## config.mk

```make
export PLATFORM = sky130hd
export DESIGN_NAME = load_store_unit
export DESIGN_NICKNAME = d
export VERILOG_FILES = /design/src/rtl/load_store_unit.sv
export SDC_FILE = /design/constraint.sdc
export NUM_CORES = 1
export LEC_CHECK = 0
export BUFFER_PORTS_ARGS = -buffer_cell sky130_fd_sc_hd__buf_2
export CAP_MARGIN = 20
export CORE_MARGIN = 2
export CORE_UTILIZATION = 40
export DETAILED_ROUTE_END_ITERATION = 7
export MAX_ROUTING_LAYER = met4
export PLACE_DENSITY_LB_ADDON = 0.25
export SKIP_CTS_REPAIR_TIMING = 1
export SKIP_LAST_GASP = 1
export SLEW_MARGIN = 15
export SYNTH_ARGS = -nofsm -noshare
export SYNTH_HDL_FRONTEND = slang
export SYNTH_SLANG_ARGS = --single-unit
export TNS_END_PERCENT = 20
```

## constraint.sdc

```tcl
create_clock -name clk -period 3.82 [get_ports clk]
set_input_delay 0.764 -clock clk [delete_from_list [all_inputs] [get_ports clk]]
set_output_delay 0.764 -clock clk [all_outputs]
set_load 0.05 [all_outputs]
```

## src/rtl/load_store_unit.sv

```systemverilog
// Byte-addressed load/store front-end for a 512x32 synchronous word memory.
// Ports: req_* request handshake from execute, resp_* completion pulse,
// mem_* to/from the word memory (registered read, one-cycle read latency).
module load_store_unit #(
    parameter int ADDR_W = 11,
    parameter int DATA_W = 32
) (
    input  logic              clk,
    input  logic              rst,
    input  logic              req_valid,
    output logic              req_ready,
    input  logic [ADDR_W-1:0] req_addr,
    input  logic [DATA_W-1:0] req_wdata,
    input  logic [1:0]        req_size,
    input  logic              req_store,
    input  logic              req_signed,
    output logic              resp_valid,
    output logic [DATA_W-1:0] resp_rdata,
    output logic              resp_err,
    output logic [ADDR_W-3:0] mem_address,
    output logic [DATA_W-1:0] mem_data_input,
    output logic              mem_write,
    input  logic [DATA_W-1:0] mem_data_output
);

    localparam logic [2:0] IDLE     = 3'd0;
    localparam logic [2:0] RD_ISSUE = 3'd1;
    localparam logic [2:0] RD_WAIT  = 3'd2;
    localparam logic [2:0] WR       = 3'd3;
    localparam logic [2:0] RESP     = 3'd4;

    logic [2:0]  state;
    logic [1:0]  lane_q;
    logic [15:0] wd_q;
    logic [1:0]  size_q;
    logic        store_q;
    logic        signed_q;

    logic        req_bad;
    logic        req_wstore;
    logic [31:0] load_val;
    logic [31:0] merge_val;
    logic [7:0]  rd_byte;
    logic [15:0] rd_half;

    assign req_ready = (state == IDLE);

    // Sub-word requests that cannot be served are rejected up front.
    always_comb begin
        req_bad    = (req_size == 2'b11)
                   || (req_size == 2'b01 && req_addr[0])
                   || (req_store && req_size == 2'b10
                       && req_addr[1:0] != 2'b00);
        req_wstore = req_store && (req_size == 2'b10);
    end

    // Lane extraction and merge operate on the word arriving this cycle.
    always_comb begin
        rd_byte = 8'h00;
        unique case (lane_q)
            2'd0: rd_byte = mem_data_output[7:0];
            2'd1: rd_byte = mem_data_output[15:8];
            2'd2: rd_byte = mem_data_output[23:16];
            2'd3: rd_byte = mem_data_output[31:24];
            default: rd_byte = 8'h00;
        endcase
        rd_half = lane_q[1] ? mem_data_output[31:16]
                            : mem_data_output[15:0];

        load_val = 32'h0;
        unique case (size_q)
            2'b00: load_val = {{24{signed_q & rd_byte[7]}}, rd_byte};
            2'b01: load_val = {{16{signed_q & rd_half[15]}}, rd_half};
            default: begin
                // Unaligned word load rotates right by the byte offset.
                unique case (lane_q)
                    2'd0: load_val = mem_data_output;
                    2'd1: load_val = {mem_data_output[7:0],
                                      mem_data_output[31:8]};
                    2'd2: load_val = {mem_data_output[15:0],
                                      mem_data_output[31:16]};
                    2'd3: load_val = {mem_data_output[23:0],
                                      mem_data_output[31:24]};
                    default: load_val = mem_data_output;
                endcase
            end
        endcase

        merge_val = mem_data_output;
        if (size_q == 2'b00) begin
            unique case (lane_q)
                2'd0: merge_val[7:0]   = wd_q[7:0];
                2'd1: merge_val[15:8]  = wd_q[7:0];
                2'd2: merge_val[23:16] = wd_q[7:0];
                2'd3: merge_val[31:24] = wd_q[7:0];
                default: merge_val = mem_data_output;
            endcase
        end else if (lane_q[1]) begin
            merge_val[31:16] = wd_q;
        end else begin
            merge_val[15:0] = wd_q;
        end
    end

    always_ff @(posedge clk or posedge rst) begin
        if (rst) begin
            state          <= IDLE;
            lane_q         <= 2'b00;
            wd_q           <= 16'h0;
            size_q         <= 2'b00;
            store_q        <= 1'b0;
            signed_q       <= 1'b0;
            resp_valid     <= 1'b0;
            resp_rdata     <= '0;
            resp_err       <= 1'b0;
            mem_address    <= '0;
            mem_data_input <= '0;
            mem_write      <= 1'b0;
        end else begin
            resp_valid <= 1'b0;
            mem_write  <= 1'b0;
            unique case (state)
                IDLE: begin
                    if (req_valid) begin
                        lane_q   <= req_addr[1:0];
                        wd_q     <= req_wdata[15:0];
                        size_q   <= req_size;
                        store_q  <= req_store;
                        signed_q <= req_signed;
                        if (req_bad) begin
                            resp_valid <= 1'b1;
                            resp_err   <= 1'b1;
                            resp_rdata <= '0;
                            state      <= RESP;
                        end else begin
                            mem_address <= req_addr[ADDR_W-1:2];
                            if (req_wstore) begin
                                mem_data_input <= req_wdata;
                                mem_write      <= 1'b1;
                                state          <= WR;
                            end else begin
                                state <= RD_ISSUE;
                            end
                        end
                    end
                end
                RD_ISSUE: state <= RD_WAIT;
                RD_WAIT: begin
                    if (store_q) begin
                        mem_data_input <= merge_val;
                        mem_write      <= 1'b1;
                        state          <= WR;
                    end else begin
                        resp_valid <= 1'b1;
                        resp_err   <= 1'b0;
                        resp_rdata <= load_val;
                        state      <= RESP;
                    end
                end
                WR: begin
                    resp_valid <= 1'b1;
                    resp_err   <= 1'b0;
                    resp_rdata <= '0;
                    state      <= RESP;
                end
                RESP: state <= IDLE;
                default: state <= IDLE;
            endcase
        end
    end

endmodule

```

Word level (Yosys, flattened, before mapping)
Index checks and enable logic that the tools add are counted.

cells by class
  reductions and logical operators = 15
  bitwise operators = 3
  equality and inequality tests = 16
  multiplexer cells = 38

operators with widths
  kind                count
  $mux 32             8
  $pmux 32 s2         2
  $pmux 32 s4         1
  $pmux 32 s3         1
  $mux 16             3
  $mux 8              4
  $pmux 8 s4          1
  $pmux 3 s4          1
  $mux 1              10
  $mux 3              3
  $eq 2x2->1 const B  4
  $ne 2x2->1 const B  4
  $eq 2x1->1 const B  3
  $eq 3x2->1 const B  2
  $pmux 1 s3          2
  $reduce_and 5->1    1
  $logic_not 2->1     2
  $ne 2x1->1 const B  2
  $reduce_and 4->1    1
  $reduce_bool 2->1   2
  $eq 3x1->1 const B  1
  $logic_and 1x1->1   3
  $logic_not 3->1     1
  $reduce_and 3->1    1
  7 further kinds     9

storage, ports and cells
  input bits = 82
  register bits = 101
  output and inout bits = 77

Logic depth before layout (Yosys ltp)
  depth in word-level cells = 7
  mapped depth = 7
  mapped depth without buffers = 4

Worst setup path before layout
No wires, ideal clock.

  path type = register to output
  start point = reg state[2]
  end point = out req_ready
  stages on the path, launching flop included = 5
  data required time = 3.056 ns
  path buffers = 2
  arrival = 1.616 ns
  slack = 1.440 ns
  cell sequence = dfrtp_1 -> or2_1 -> clkbuf_1 -> clkbuf_1 -> nor2_1

between the ends
  longest elaborated chain between the ends = 1

RTL lines
  element                   RTL line  RTL
  start: declaration        32        logic [2:0] state;
  start signal: assignment  107       state <= IDLE;
  start signal: assignment  134       state <= RESP;
  start signal: assignment  140       state <= WR;
  $logic_not 3->1           46        assign req_ready = (state == IDLE);
  end: declaration          11        output logic req_ready,

No other way between the ends.

Worst setup path in the final report
Ends and elaborated chain as after synthesis.

==> results.txt <==
----------------------------------------------------
[Run status]
  Outcome ... complete, no violations

[Placed design]
  Instance area after placement ... between 0.006 and 0.007 sq mm
  Global placement routability congestion ... around 0.89
  Dpl hpwl ... 12820 microns
  Cell Count Post-Placement ... between 800 and 900
  Worst slack after detailed placement ... approximately 1.1 ns
  Port bufs ... 158

[Timing]
  Least-Margin Pin Slew ... between 1 and 1.5 ns
  Setup tns final ... 0 ns
  Final clock skew ... about 0.0059 ns
  Worst hold-check slack ... between 0.4 and 0.5 ns
  Worst slew slack as a fraction of its limit ... 0.3010
  Setup repair after global routing missed its margin ... false
  Number of pins with negative max-slew slack in the final report ... 0
  Final clock period utilization by the worst path ... 0.6873
  Minimum clock period ... roughly 2.6 ns
  Final count of negative-setup-slack endpoints ... 0
  Final number of hold-violating endpoints ... 0
  Achievable Freq ... around 380 MHz
  Worst setup margin ... about 1.2 ns

[Logic synthesis]
  Number of enable-type register cells in the synthesized netlist ... 0
  Top post-synthesis cells by count ... sky130_fd_sc_hd__dfrtp_1, sky130_fd_sc_hd__nor2_1, sky130_fd_sc_hd__a22o_1
  Flip-flop and latch count after synthesis ... 101
  Synthesized net count ... slightly below 600
  Fraction of synthesized cell area taken by the top area cell type ... 0.4435
  Top FF cell, synth ... sky130_fd_sc_hd__dfrtp_1
  Async set-or-reset flop fraction in the synthesized netlist ... 1.000
  Cell with the most instances after synthesis ... sky130_fd_sc_hd__dfrtp_1
  Mean cell area of the mapped netlist ... 11.11 sq um
  Post-synthesis cell area ... between 0.005 and 0.006 sq mm
  Fraction of the yosys area taken by sequential cells ... 0.4435
  Netlist cell types ... between 40 and 50
  Top cell type by total area after synthesis ... sky130_fd_sc_hd__dfrtp_1
  Cell count after synthesis ... about 510
  Top cells by area, synth ... sky130_fd_sc_hd__dfrtp_1, sky130_fd_sc_hd__mux2_2, sky130_fd_sc_hd__a22o_1
  Count of warnings emitted by yosys ... 0

[Global route]
  First-pass GRT wire length ... between 20000 and 30000 microns
  GRT Total Usage ... 0.2370
  Vias in the first global route ... 4807
  Number of antenna violations at the first check in global routing ... 1
  Largest net degree at the start of global routing ... 63
  Gr ovfl total ... 0
  Met1 global-route usage ... 0.3218
  Most heavily used metal layer in global routing ... met2
  Global-route track usage on met3 ... 0.03736
  Met2 GRT Util ... 0.3499

[Die]
  X dimension of the die ... about 120 microns
  I/O pin total ... ~160
  Std-Cell Core Area ... approximately 0.014 sq mm
  Vertical die dimension ... about 120 microns
  Starting utilization of the core area ... 0.4106
  Die Footprint ... about 0.015 sq mm
  Cell Rows ... 43

[Final layout]
  Post-route core utilization ... 0.4937
  Number of nets in the finished design ... ~730
  Fin cells ... about 830
  Signed area change from the synthesized netlist to the final layout ... 20.24%
  Cell area after layout ... ~0.0069 sq mm
  Share of cells above drive strength 1 ... 0.3773

[Setup path]
  Terminus of the critical flop-to-flop path ... mem_data_input[27]
  Beginning of the worst register-to-register path ... size_q[1]
  Maximum net fanout on the critical path ... 27
  Kind of capture point of the worst setup path ... primary output
  Critical Path AT ... 1.86 ns
  Kind of critical path ... flop to primary output
  Type of element launching the critical path ... flop
  Number of cells on the worst reg-to-reg path ... 4
  Worst setup path endpoint ... req_ready
  R2R setup slack ... around 1.3 ns
  Critical path launch point ... state[2]
  Critical path required time ... 3.06 ns

[Clock network]
  Number of buffers added by the clock tree synthesis step ... 9
  Clock sink count ... slightly above 100
  Clk pin slew, worst setup/hold paths ... ~0.06 ns
  Source-to-sink clock delay at the later pin of the worst-skew pair ... around 0.36 ns
  Bufs on Longest Clock Path ... 2
  Count of H-tree levels built during CTS ... 3
  CTS tree ... yes
  Master cell of the clock root buffer ... sky130_fd_sc_hd__clkbuf_16

[Detailed routing]
  Total DRC errors in the routed layout ... 0
  Starting DRT DRC Count ... approximately 330
  Post-detailed-route via-to-cell ratio ... approximately 5.9
  Post-route ant nets ... 0
  Routed Wire Length ... between 15000 and 20000 microns
  Routed wirelength normalized by instance count ... around 21 microns
  Detailed-routing iteration count for the pre-antenna-repair pass ... 5
  Via count of the routed design ... 4941

[Pwr]
  Max IR drop VDD ... 0.4084 mV
  Power density relative to cell area ... about 970 mW/mm^2
  Overall power of the completed layout ... approximately 6.6 mW
  Leakage dissipation ... between 3 and 4 nW

[Hold path]
  Min-delay worst type ... flop to flop

[Flow run]
  Number of violations of the max-capacitance limit ... 0

----------------------------------------------------
==> placed cells by master (no fill, tap or decap), types with 3 or more instances in the layout <==
cell type / count
sky130_fd_sc_hd__mux2i_1: 18
sky130_fd_sc_hd__nor2b_1: 3
sky130_fd_sc_hd__a32o_1: 4
sky130_fd_sc_hd__a22oi_1: 4
sky130_fd_sc_hd__a21oi_1: 6
sky130_fd_sc_hd__buf_2: 158
sky130_fd_sc_hd__o21ai_0: 41
sky130_fd_sc_hd__a221oi_1: 8
sky130_fd_sc_hd__mux4_2: 14
sky130_fd_sc_hd__and3_1: 9
sky130_fd_sc_hd__a211o_1: 8
sky130_fd_sc_hd__o21a_1: 8
sky130_fd_sc_hd__a22o_1: 44
sky130_fd_sc_hd__clkinv_2: 3
sky130_fd_sc_hd__o211ai_1: 3
sky130_fd_sc_hd__nand3_1: 3
sky130_fd_sc_hd__o31ai_1: 25
sky130_fd_sc_hd__a21boi_0: 8
sky130_fd_sc_hd__a211oi_1: 17
sky130_fd_sc_hd__nand2b_1: 13
sky130_fd_sc_hd__o2111ai_1: 3
sky130_fd_sc_hd__clkbuf_16: 9
sky130_fd_sc_hd__nor2_1: 46
sky130_fd_sc_hd__dfrtp_1: 100
sky130_fd_sc_hd__nand2_1: 7
sky130_fd_sc_hd__mux4_1: 4
sky130_fd_sc_hd__o21bai_1: 3
sky130_fd_sc_hd__mux2_2: 37
sky130_fd_sc_hd__inv_1: 9
sky130_fd_sc_hd__buf_4: 11
==> logic make-up after synthesis <==
family / after synthesis / share of synthesized area
AND/OR/NAND/NOR: 94 / 0.08364
buffers and inverters: 57 / 0.05071
AO/OA/AOI/OAI: 188 / 0.2437
multiplexers: 73 / 0.1785
flip-flops: 101 / 0.4435
==> worst min-delay path by stage <==
| stage | cells past startpoint | start | slack (ns) | to |
|---|---|---|---|---|
| 4_1_cts | 1 | resp_rdata[14] | 0.49 | resp_rdata[14] |
| 5_1_grt | 1 | resp_rdata[22] | 0.51 | resp_rdata[22] |
| 6_report | 1 | resp_rdata[14] | 0.49 | resp_rdata[14] |
| 3_3_place_gp | 1 | resp_rdata[15] | 0.48 | resp_rdata[15] |
| 3_5_place_dp | 1 | resp_rdata[1] | 0.48 | resp_rdata[1] |
| 2_1_floorplan | 1 | state[2] | 0.48 | state[1] |
==> flip-flops by register name (all words and copies together) (netlist names), 2 cells and up <==
| register | flops |
|---|---|
| mem_data_input | 32 |
| resp_rdata | 32 |
| wd_q | 16 |
| mem_address | 9 |
| state | 3 |
| lane_q | 2 |
| size_q | 2 |
==> metal layers <==
metal,vias up,share of wire
met1,2472,0.44
met5,-,0
li1,2243,-
met4,0,0.031
met2,193,0.47
met3,33,0.058
==> power by group <==
part           total [mW]  leakage (nW)  internal [mW]  switching [mW]
clock               0.892         0.139          0.504           0.388
sequential           1.97          1.28           1.53           0.442
combinational        3.76          1.77           1.27            2.49
==> worst max-delay path, cell delays in order (launching register included) <==
cell,delay [ns]
sky130_fd_sc_hd__dfrtp_1,0.42
sky130_fd_sc_hd__or2_1,0.56
sky130_fd_sc_hd__nor2_1,0.23
sky130_fd_sc_hd__buf_2,0.29
==> cell type report <==
type,count,area (sq um)
multi-input cells,355,2883
clock buffers,11,232.7
diodes,1,2.502
flip-flops and latches,101,2529
fillers,1310,7028
inverters,10,40.04
repair buffers,170,888.4
clock inverters,5,52.55
well taps,180,225.2
Power figures use the tool's default switching activity.
